==> config.mk <==
export PLATFORM = sky130hd
export DESIGN_NAME = tube_event_readout_flat
export DESIGN_NICKNAME = d
export VERILOG_FILES = /design/src/rtl/tube_event_readout_pkg.sv /design/src/rtl/tube_event_readout_if.sv /design/src/rtl/tube_event_readout.sv /design/src/flat_wrapper.sv
export SDC_FILE = /design/constraint.sdc
export NUM_CORES = 1
export LEC_CHECK = 0
export CAP_MARGIN = 10
export CORE_MARGIN = 1.5
export CORE_UTILIZATION = 47
export DETAILED_ROUTE_END_ITERATION = 12
export GPL_TIMING_DRIVEN = 0
export HOLD_SLACK_MARGIN = 0.05
export PLACE_DENSITY = 0.81
export SYNTH_ARGS = -nofsm -noshare
export SYNTH_HDL_FRONTEND = slang
export SYNTH_SLANG_ARGS = --single-unit
==> constraint.sdc <==
create_clock -name clk -period 5.4 [get_ports clk]
set_input_delay 1.35 -clock clk [delete_from_list [all_inputs] [get_ports clk]]
set_output_delay 1.35 -clock clk [all_outputs]
set_load 0.005 [all_outputs]
==> src/rtl/tube_event_readout_pkg.sv <==
// Shared definitions for the tube event readout: FSM encoding, output-word
// field layout and the parameter legality check.
package tube_event_readout_pkg;

  typedef enum logic [1:0] {
    ST_IDLE   = 2'd0,
    ST_WINDOW = 2'd1,
    ST_SNAP   = 2'd2,
    ST_SEND   = 2'd3
  } state_t;

  // Output word is {hit, idx, count} with count in the least significant bits.
  localparam int CNT_LSB = 32'sd0;

  function automatic int f_idx_lsb(input int cnt_w);
    return CNT_LSB + cnt_w;
  endfunction

  function automatic int f_hit_bit(input int idx_w, input int cnt_w);
    return f_idx_lsb(cnt_w) + idx_w;
  endfunction

  function automatic bit f_params_ok(input int num_tubes, input int idx_w,
                                     input int cnt_w, input int window);
    return (num_tubes >= 32'sd1) &&
           ((32'sd1 << idx_w) >= num_tubes) &&
           (window >= 32'sd1) &&
           (window <= ((32'sd1 << cnt_w) - 32'sd1));
  endfunction

endpackage

==> src/rtl/tube_event_readout_if.sv <==
// Valid/ready word stream from the readout block to the host link.
interface tube_event_readout_if #(
  parameter int DATA_W = 12
);
  logic              out_valid;
  logic              out_ready;
  logic              out_last;
  logic [DATA_W-1:0] out_data;

  modport master (output out_valid, output out_data, output out_last, input out_ready);
  modport slave  (input out_valid, input out_data, input out_last, output out_ready);
endinterface

==> src/rtl/tube_event_readout.sv <==
// Trigger-driven gate window over NUM_TUBES tube counters: open the gate, freeze
// the counts into a shadow register, then stream one {hit, idx, count} word per tube.
module tube_event_readout
  import tube_event_readout_pkg::*;
#(
  parameter int NUM_TUBES = 8,
  parameter int CNT_W     = 8,
  parameter int IDX_W     = 3,
  parameter int WINDOW    = 200
) (
  input  logic                       clk,
  input  logic                       clr_n,
  input  logic                       trigger,
  input  logic [NUM_TUBES*CNT_W-1:0] tube_data,
  output logic                       tube_clr,
  output logic                       gate_enable,
  output logic                       busy,
  output logic                       trig_dropped,
  tube_event_readout_if.master       out_if
);

  localparam int DATA_W  = 1 + IDX_W + CNT_W;
  localparam int IDX_LSB = f_idx_lsb(CNT_W);
  localparam int HIT_BIT = f_hit_bit(IDX_W, CNT_W);

  localparam logic [CNT_W-1:0] WIN_CNT  = CNT_W'(WINDOW);
  localparam logic [CNT_W-1:0] WIN_LAST = CNT_W'(WINDOW - 1);
  localparam logic [CNT_W-1:0] CNT_ONE  = CNT_W'(1);
  localparam logic [IDX_W-1:0] IDX_ONE  = IDX_W'(1);
  localparam logic [IDX_W-1:0] LAST_IDX = IDX_W'(NUM_TUBES - 1);

  if (!f_params_ok(NUM_TUBES, IDX_W, CNT_W, WINDOW)) begin : g_param_check
    $error("tube_event_readout: illegal NUM_TUBES/IDX_W/CNT_W/WINDOW combination");
  end

  function automatic logic [DATA_W-1:0] f_word(input logic [IDX_W-1:0] idx,
                                               input logic [CNT_W-1:0] cnt);
    logic [DATA_W-1:0] w;
    w                   = '0;
    w[HIT_BIT]          = (cnt < WIN_CNT);
    w[IDX_LSB +: IDX_W] = idx;
    w[CNT_LSB +: CNT_W] = cnt;
    return w;
  endfunction

  state_t                             r_state, w_state_nxt;
  logic [CNT_W-1:0]                   r_timer, w_timer_nxt;
  logic [IDX_W-1:0]                   r_idx, w_idx_nxt, w_idx_inc;
  logic [NUM_TUBES-1:0][CNT_W-1:0]    r_shadow, w_shadow_nxt, w_tube;
  logic                               r_valid, w_valid_nxt;
  logic                               r_last, w_last_nxt;
  logic [DATA_W-1:0]                  r_data, w_data_nxt;
  logic                               r_clr, w_clr_nxt;
  logic                               r_gate, w_gate_nxt;
  logic                               r_drop, w_drop_nxt;

  assign w_tube    = tube_data;
  assign w_idx_inc = r_idx + IDX_ONE;

  // Next-state and next-output logic; every register's next value defaults to hold.
  always_comb begin
    w_state_nxt  = r_state;
    w_timer_nxt  = r_timer;
    w_idx_nxt    = r_idx;
    w_shadow_nxt = r_shadow;
    w_valid_nxt  = r_valid;
    w_last_nxt   = r_last;
    w_data_nxt   = r_data;
    w_clr_nxt    = r_clr;
    w_gate_nxt   = r_gate;

    if (trigger && (r_state != ST_IDLE)) begin
      w_drop_nxt = 1'b1;
    end else begin
      w_drop_nxt = 1'b0;
    end

    case (r_state)
      ST_IDLE: begin
        w_clr_nxt  = 1'b1;
        w_gate_nxt = 1'b0;
        if (trigger) begin
          w_state_nxt = ST_WINDOW;
          w_timer_nxt = '0;
          w_clr_nxt   = 1'b0;
          w_gate_nxt  = 1'b1;
        end else begin
          w_state_nxt = ST_IDLE;
        end
      end
      ST_WINDOW: begin
        if (r_timer == WIN_LAST) begin
          w_state_nxt = ST_SNAP;
          w_gate_nxt  = 1'b0;
        end else begin
          w_timer_nxt = r_timer + CNT_ONE;
        end
      end
      ST_SNAP: begin
        // The shadow is not loaded yet, so word 0 is built from the live counts.
        w_shadow_nxt = w_tube;
        w_clr_nxt    = 1'b1;
        w_state_nxt  = ST_SEND;
        w_idx_nxt    = '0;
        w_valid_nxt  = 1'b1;
        w_data_nxt   = f_word('0, w_tube[0]);
        w_last_nxt   = (LAST_IDX == '0);
      end
      ST_SEND: begin
        if (r_valid && out_if.out_ready) begin
          if (r_last) begin
            w_state_nxt = ST_IDLE;
            w_valid_nxt = 1'b0;
            w_last_nxt  = 1'b0;
            w_data_nxt  = '0;
          end else begin
            w_idx_nxt  = w_idx_inc;
            w_data_nxt = f_word(w_idx_inc, r_shadow[w_idx_inc]);
            w_last_nxt = (w_idx_inc == LAST_IDX);
          end
        end else begin
          w_state_nxt = ST_SEND;
        end
      end
      default: begin
        w_state_nxt = ST_IDLE;
        w_valid_nxt = 1'b0;
        w_last_nxt  = 1'b0;
        w_clr_nxt   = 1'b1;
        w_gate_nxt  = 1'b0;
      end
    endcase
  end

  // State and output registers; reset parks the tubes in clear with the gate shut.
  always_ff @(posedge clk or negedge clr_n) begin
    if (!clr_n) begin
      r_state  <= ST_IDLE;
      r_timer  <= '0;
      r_idx    <= '0;
      r_shadow <= '0;
      r_valid  <= 1'b0;
      r_last   <= 1'b0;
      r_data   <= '0;
      r_clr    <= 1'b1;
      r_gate   <= 1'b0;
      r_drop   <= 1'b0;
    end else begin
      r_state  <= w_state_nxt;
      r_timer  <= w_timer_nxt;
      r_idx    <= w_idx_nxt;
      r_shadow <= w_shadow_nxt;
      r_valid  <= w_valid_nxt;
      r_last   <= w_last_nxt;
      r_data   <= w_data_nxt;
      r_clr    <= w_clr_nxt;
      r_gate   <= w_gate_nxt;
      r_drop   <= w_drop_nxt;
    end
  end

  assign tube_clr         = r_clr;
  assign gate_enable      = r_gate;
  assign busy             = (r_state != ST_IDLE);
  assign trig_dropped     = r_drop;
  assign out_if.out_valid = r_valid;
  assign out_if.out_last  = r_last;
  assign out_if.out_data  = r_data;

endmodule
==> src/flat_wrapper.sv <==
// flat-port wrapper written by rule: the top's interface ports become plain ports
module tube_event_readout_flat import tube_event_readout_pkg::*;
#(
  parameter int NUM_TUBES = 8,
  parameter int CNT_W     = 8,
  parameter int IDX_W     = 3,
  parameter int WINDOW    = 200
)
  (clk, clr_n, trigger, tube_data, tube_clr, gate_enable, busy, trig_dropped, out_if_out_valid, out_if_out_data, out_if_out_last, out_if_out_ready);
  tube_event_readout_if out_if_i ();
  input  logic clk;
  input  logic clr_n;
  input  logic trigger;
  input  logic [NUM_TUBES*CNT_W-1:0] tube_data;
  output logic tube_clr;
  output logic gate_enable;
  output logic busy;
  output logic trig_dropped;
  output wire logic [$bits(out_if_i.out_valid)-1:0] out_if_out_valid;
  output wire logic [$bits(out_if_i.out_data)-1:0] out_if_out_data;
  output wire logic [$bits(out_if_i.out_last)-1:0] out_if_out_last;
  input wire logic [$bits(out_if_i.out_ready)-1:0] out_if_out_ready;
  assign out_if_out_valid = out_if_i.out_valid;
  assign out_if_out_data = out_if_i.out_data;
  assign out_if_out_last = out_if_i.out_last;
  assign out_if_i.out_ready = out_if_out_ready;
  tube_event_readout #(.NUM_TUBES(NUM_TUBES), .CNT_W(CNT_W), .IDX_W(IDX_W), .WINDOW(WINDOW)) u_core (.clk(clk), .clr_n(clr_n), .trigger(trigger), .tube_data(tube_data), .tube_clr(tube_clr), .gate_enable(gate_enable), .busy(busy), .trig_dropped(trig_dropped), .out_if(out_if_i));
endmodule
==> results by group <==
Timing
  – Rel. slew slack: 54.6%
  – Ratio of final minimum period to clock period: 55.4%
  – Slew @ Worst Pin: 0.679 ns
  – Hold Fails Final Rpt: 0
  – Clk_skew: 0.00593 ns
  – Fin worst setup slack: 2.41 ns
  – Fmax: 334 MHz
  – Unrepaired setup endpoints after global routing: false
  – Final Setup Violations: 0
  – Max Slew Vio Count: 0
  – Crit path time final: 2.99 ns

Setup path
  – Setup crit end kind: output pin
  – Crit start category: flop
  – Reg2reg end: u_core.out_if.out_data[2]
  – Kind of cell adding the most delay to the critical path: buffers and inverters
  – Crit Path Max Fanout: 10
  – Req. time, crit path: 4.05 ns
  – Worst path max stage delay: 0.50 ns
  – Critical-path cell list: buf_2 -> nor2_1 -> inv_1 -> clkdlybuf4s50_1
  – Reg2Reg Setup Slack: 2.60 ns
  – R2r startpoint: u_core.r_idx[0]
  – Critical Path Slowest Stage Cell: clkdlybuf4s50_1
  – CP Class: flop to output pin
  – R2R cell count: 10
  – Crit path arrival time: 1.64 ns
  – Buffers & Inverters on Critical Path: 3

Floorplanning
  – I/O pin count: 86
  – Core Rows: 34
  – Core ar.: 0.00885 mm2
  – Chip width: 99.2 um
  – DIE AREA: 0.00983 mm2
  – DIE HEIGHT: 99.2 um
  – Starting Density: 49.1%

Cells and area
  – Antenna cells: 0
  – Share of cells above drive strength 1: 15.3%
  – Fillers: 687
  – Area growth, synth to finish: 28.7%
  – NumNets Final: 485
  – Register area: 0.00235 mm2
  – Area of the multi-input gates: 0.00186 mm2
  – Util after Layout: 63.2%
  – Fin cells: 526
  – Fin area: 0.00559 mm2

Synth
  – Synthesis warning total: 0
  – Asr flop ratio synth: 100%
  – Top-area cell type share of the netlist area: 53.6%
  – Post-synth net total: 388
  – Syn Inst Count: 317
  – Area leader, netlist: dfrtp_1
  – Synth cell types: 47
  – Top post-synthesis cells by area: dfrtp_1 (54%), mux2_1 (15%), mux4_2 (8.3%)
  – Syn avg cell area: 13.7 um2
  – Seq/Total Area, Yosys: 54.2%
  – Number of flops mapped to enable cells by yosys: 0
  – Main synth FF type: dfrtp_1
  – Cell area after synthesis: 0.00435 mm2
  – Flops & latches, synth: 94

Pwr
  – Switching pwr: 265 uW
  – Comb pwr share: 5.4%
  – Sequential power share: 53.4%
  – Clock power frac: 41.3%
  – Sw frac: 20.1%
  – Lkg Pwr: 0.00261 uW
  – Maximum vdd drop: 0.000175 V
  – Cell-internal power: 1050 uW
  – Power Total: 1320 uW
  – Cell Pwr Density: 236 mW/mm2

Clock tree
  – CTS sink cnt: 94
  – Clock Tree Buf Depth: 2
  – # hold bufs at CTS: 0
  – Post-CTS resize count: 0
  – CTS tree: built
  – Clock Latency Late Sink: 0.35 ns
  – Cts bufs inserted: 9
  – H-tree depth: 3
  – Post-CTS Setup Bufs: 0
  – Clock-pin slew on the worst setup and hold paths: 0.09 ns
  – Cell chosen for the clock root: clkbuf_8

Routing
  – Vias after detailed routing: 3,054
  – Overall routed net length: 9900 um
  – DRC violations left: 0
  – Number of iterations in the first detailed-routing pass: 4
  – Via density: 5.81
  – Post-route ant nets: 0
  – Drt first-iter violations: 154
  – Wirelength per Cell: 18.8 um

Placed design
  – Dpl ws: 2.35 ns
  – Placed insts: 511
  – PortBufs: 85
  – Area of placed instances: 0.00536 mm2
  – HPWL after DPL: 7300 um
  – GPL Wtd Cong: 0.819

Global route
  – Gr ovfl total: 0
  – Largest net degree at the start of global routing: 61
  – Initial antenna violation count: 0
  – Total track usage: 21.3%
  – First-pass GRT wire length: 16,000 um
  – Met3 Use GR: 4.85%
  – Grt met2 use: 35.0%
  – Vias in the first global route: 3,136
  – Global-route met1 utilization: 28.5%
  – Busiest grt layer: met2

Job
  – Reported max-cap violation count: 0

Worst hold path
  – Worst hold path endpoint: u_core.r_shadow[57]
  – Critical hold path startpoint: u_core.r_shadow[57]
  – Hold Path Depth: 1
  – Tightest Hold Check Type: flop to flop

Status
  – Status: completed
cell usage after synthesis, types with 2 or more instances:
cell and n:
o2bb2ai_1 2, buf_1 3, clkbuf_1 4, a221oi_2 3
and4b_1 2, nand4_1 2, o21a_1 2, or3_1 2
mux4_2 16, a21oi_1 7, buf_6 2, inv_1 8
mux2_1 58, o22ai_1 2, nor2_1 16, a221oi_1 4
buf_2 10, and2_1 2, o31ai_1 4, nor2b_1 2
o21ai_1 5, nand3_1 9, dfrtp_1 93, o21ai_0 4
mux2_2 14, nand2_1 12, a22o_1 2, or4_1 4
nor3_1 3, ha_1 3
power groups by stage:
stage,logic (uW),registers (uW),clock network (uW)
after floorplan,1.25,718,0
after global placement,68.6,718,0
after detailed placement,71.6,718,0
after CTS,71.8,704,554
after global routing,76.4,704,584
final,70.9,704,544
worst max path at each step:
| stage | startpoint | cells past startpoint | slack, ns | end |
|---|---|---|---|---|
| 6_report | u_core.r_state[0] | 4 | 2.41 | busy |
| 3_5_place_dp | out_if_out_ready | 5 | 2.35 | u_core.out_if.out_data[4] |
| 3_3_place_gp | clr_n | 1 | -0.35 | u_core.r_shadow[31] |
| 5_1_grt | u_core.r_state[0] | 4 | 2.34 | busy |
| 2_1_floorplan | u_core.r_idx[0] | 10 | 3.04 | u_core.out_if.out_data[0] |
| 4_1_cts | u_core.r_state[0] | 4 | 2.42 | busy |
metal layers:
layer,vias up,part of all wire (%)
met1,1556,44
li1,1372,-
met3,16,5.4
met5,-,0
met2,110,49
met4,0,1.8
per-stage QoR:
stage	TNS [ns]	hold slack, ns
2_1_floorplan	0	0.452
3_3_place_gp	-31.93	0.463
3_5_place_dp	0	0.473
4_1_cts	0	0.493
5_1_grt	0	0.508
6_report	0	0.485
flip-flops by register name, indices dropped and copies added, names as in the netlist:
signal	cells
u_core.gate_enable	1
u_core.out_if.out_data	12
u_core.out_if.out_last	1
u_core.out_if.out_valid	1
u_core.r_idx	3
u_core.r_shadow	64
u_core.r_state	2
u_core.r_timer	8
u_core.trig_dropped	1
u_core.tube_clr	1
kinds of logic (layout without fill, tap and decap cells):
group,count (synthesis),count (layout),share of synthesized area [%]
xor gates and xnor gates,2,2,0.403
AOI/OAI and AO/OA,45,45,7.80
muxes,89,89,27.2
and+or+nand+nor,57,57,6.62
buffers and inverters,27,128,2.97
adders and majority gates,3,3,0.864
DFF,94,94,54.2
cells in the final DEF, fill, tap and decap left out, types with 3 or more instances in the layout:
cell,Yosys,layout
buf_1,3,3
mux2_1,58,58
o21ai_0,4,4
a21oi_1,7,7
nor2_1,16,16
nand3_1,9,9
nand2_1,12,12
nor3_1,3,3
clkbuf_1,4,4
bufinv_16,0,3
dfrtp_1,93,93
mux4_2,16,16
ha_1,3,3
o21ai_1,5,5
clkdlybuf4s50_1,0,84
mux2_2,14,14
buf_2,10,10
or4_1,4,4
a221oi_2,3,3
clkbuf_8,0,9
o31ai_1,4,4
inv_1,8,8
a221oi_1,4,4
final cells by class:
cell class / count / area share [%]
buffer: 19 / 1.77
clock buffer: 9 / 2.22
clock inverter: 6 / 1.99
inverter: 8 / 0.537
multi-input combinational: 196 / 33.3
sequential: 94 / 42.1
tap: 108 / 2.42
timing repair buffer: 86 / 15.7
No activity file was read; power rests on OpenSTA's default activity.
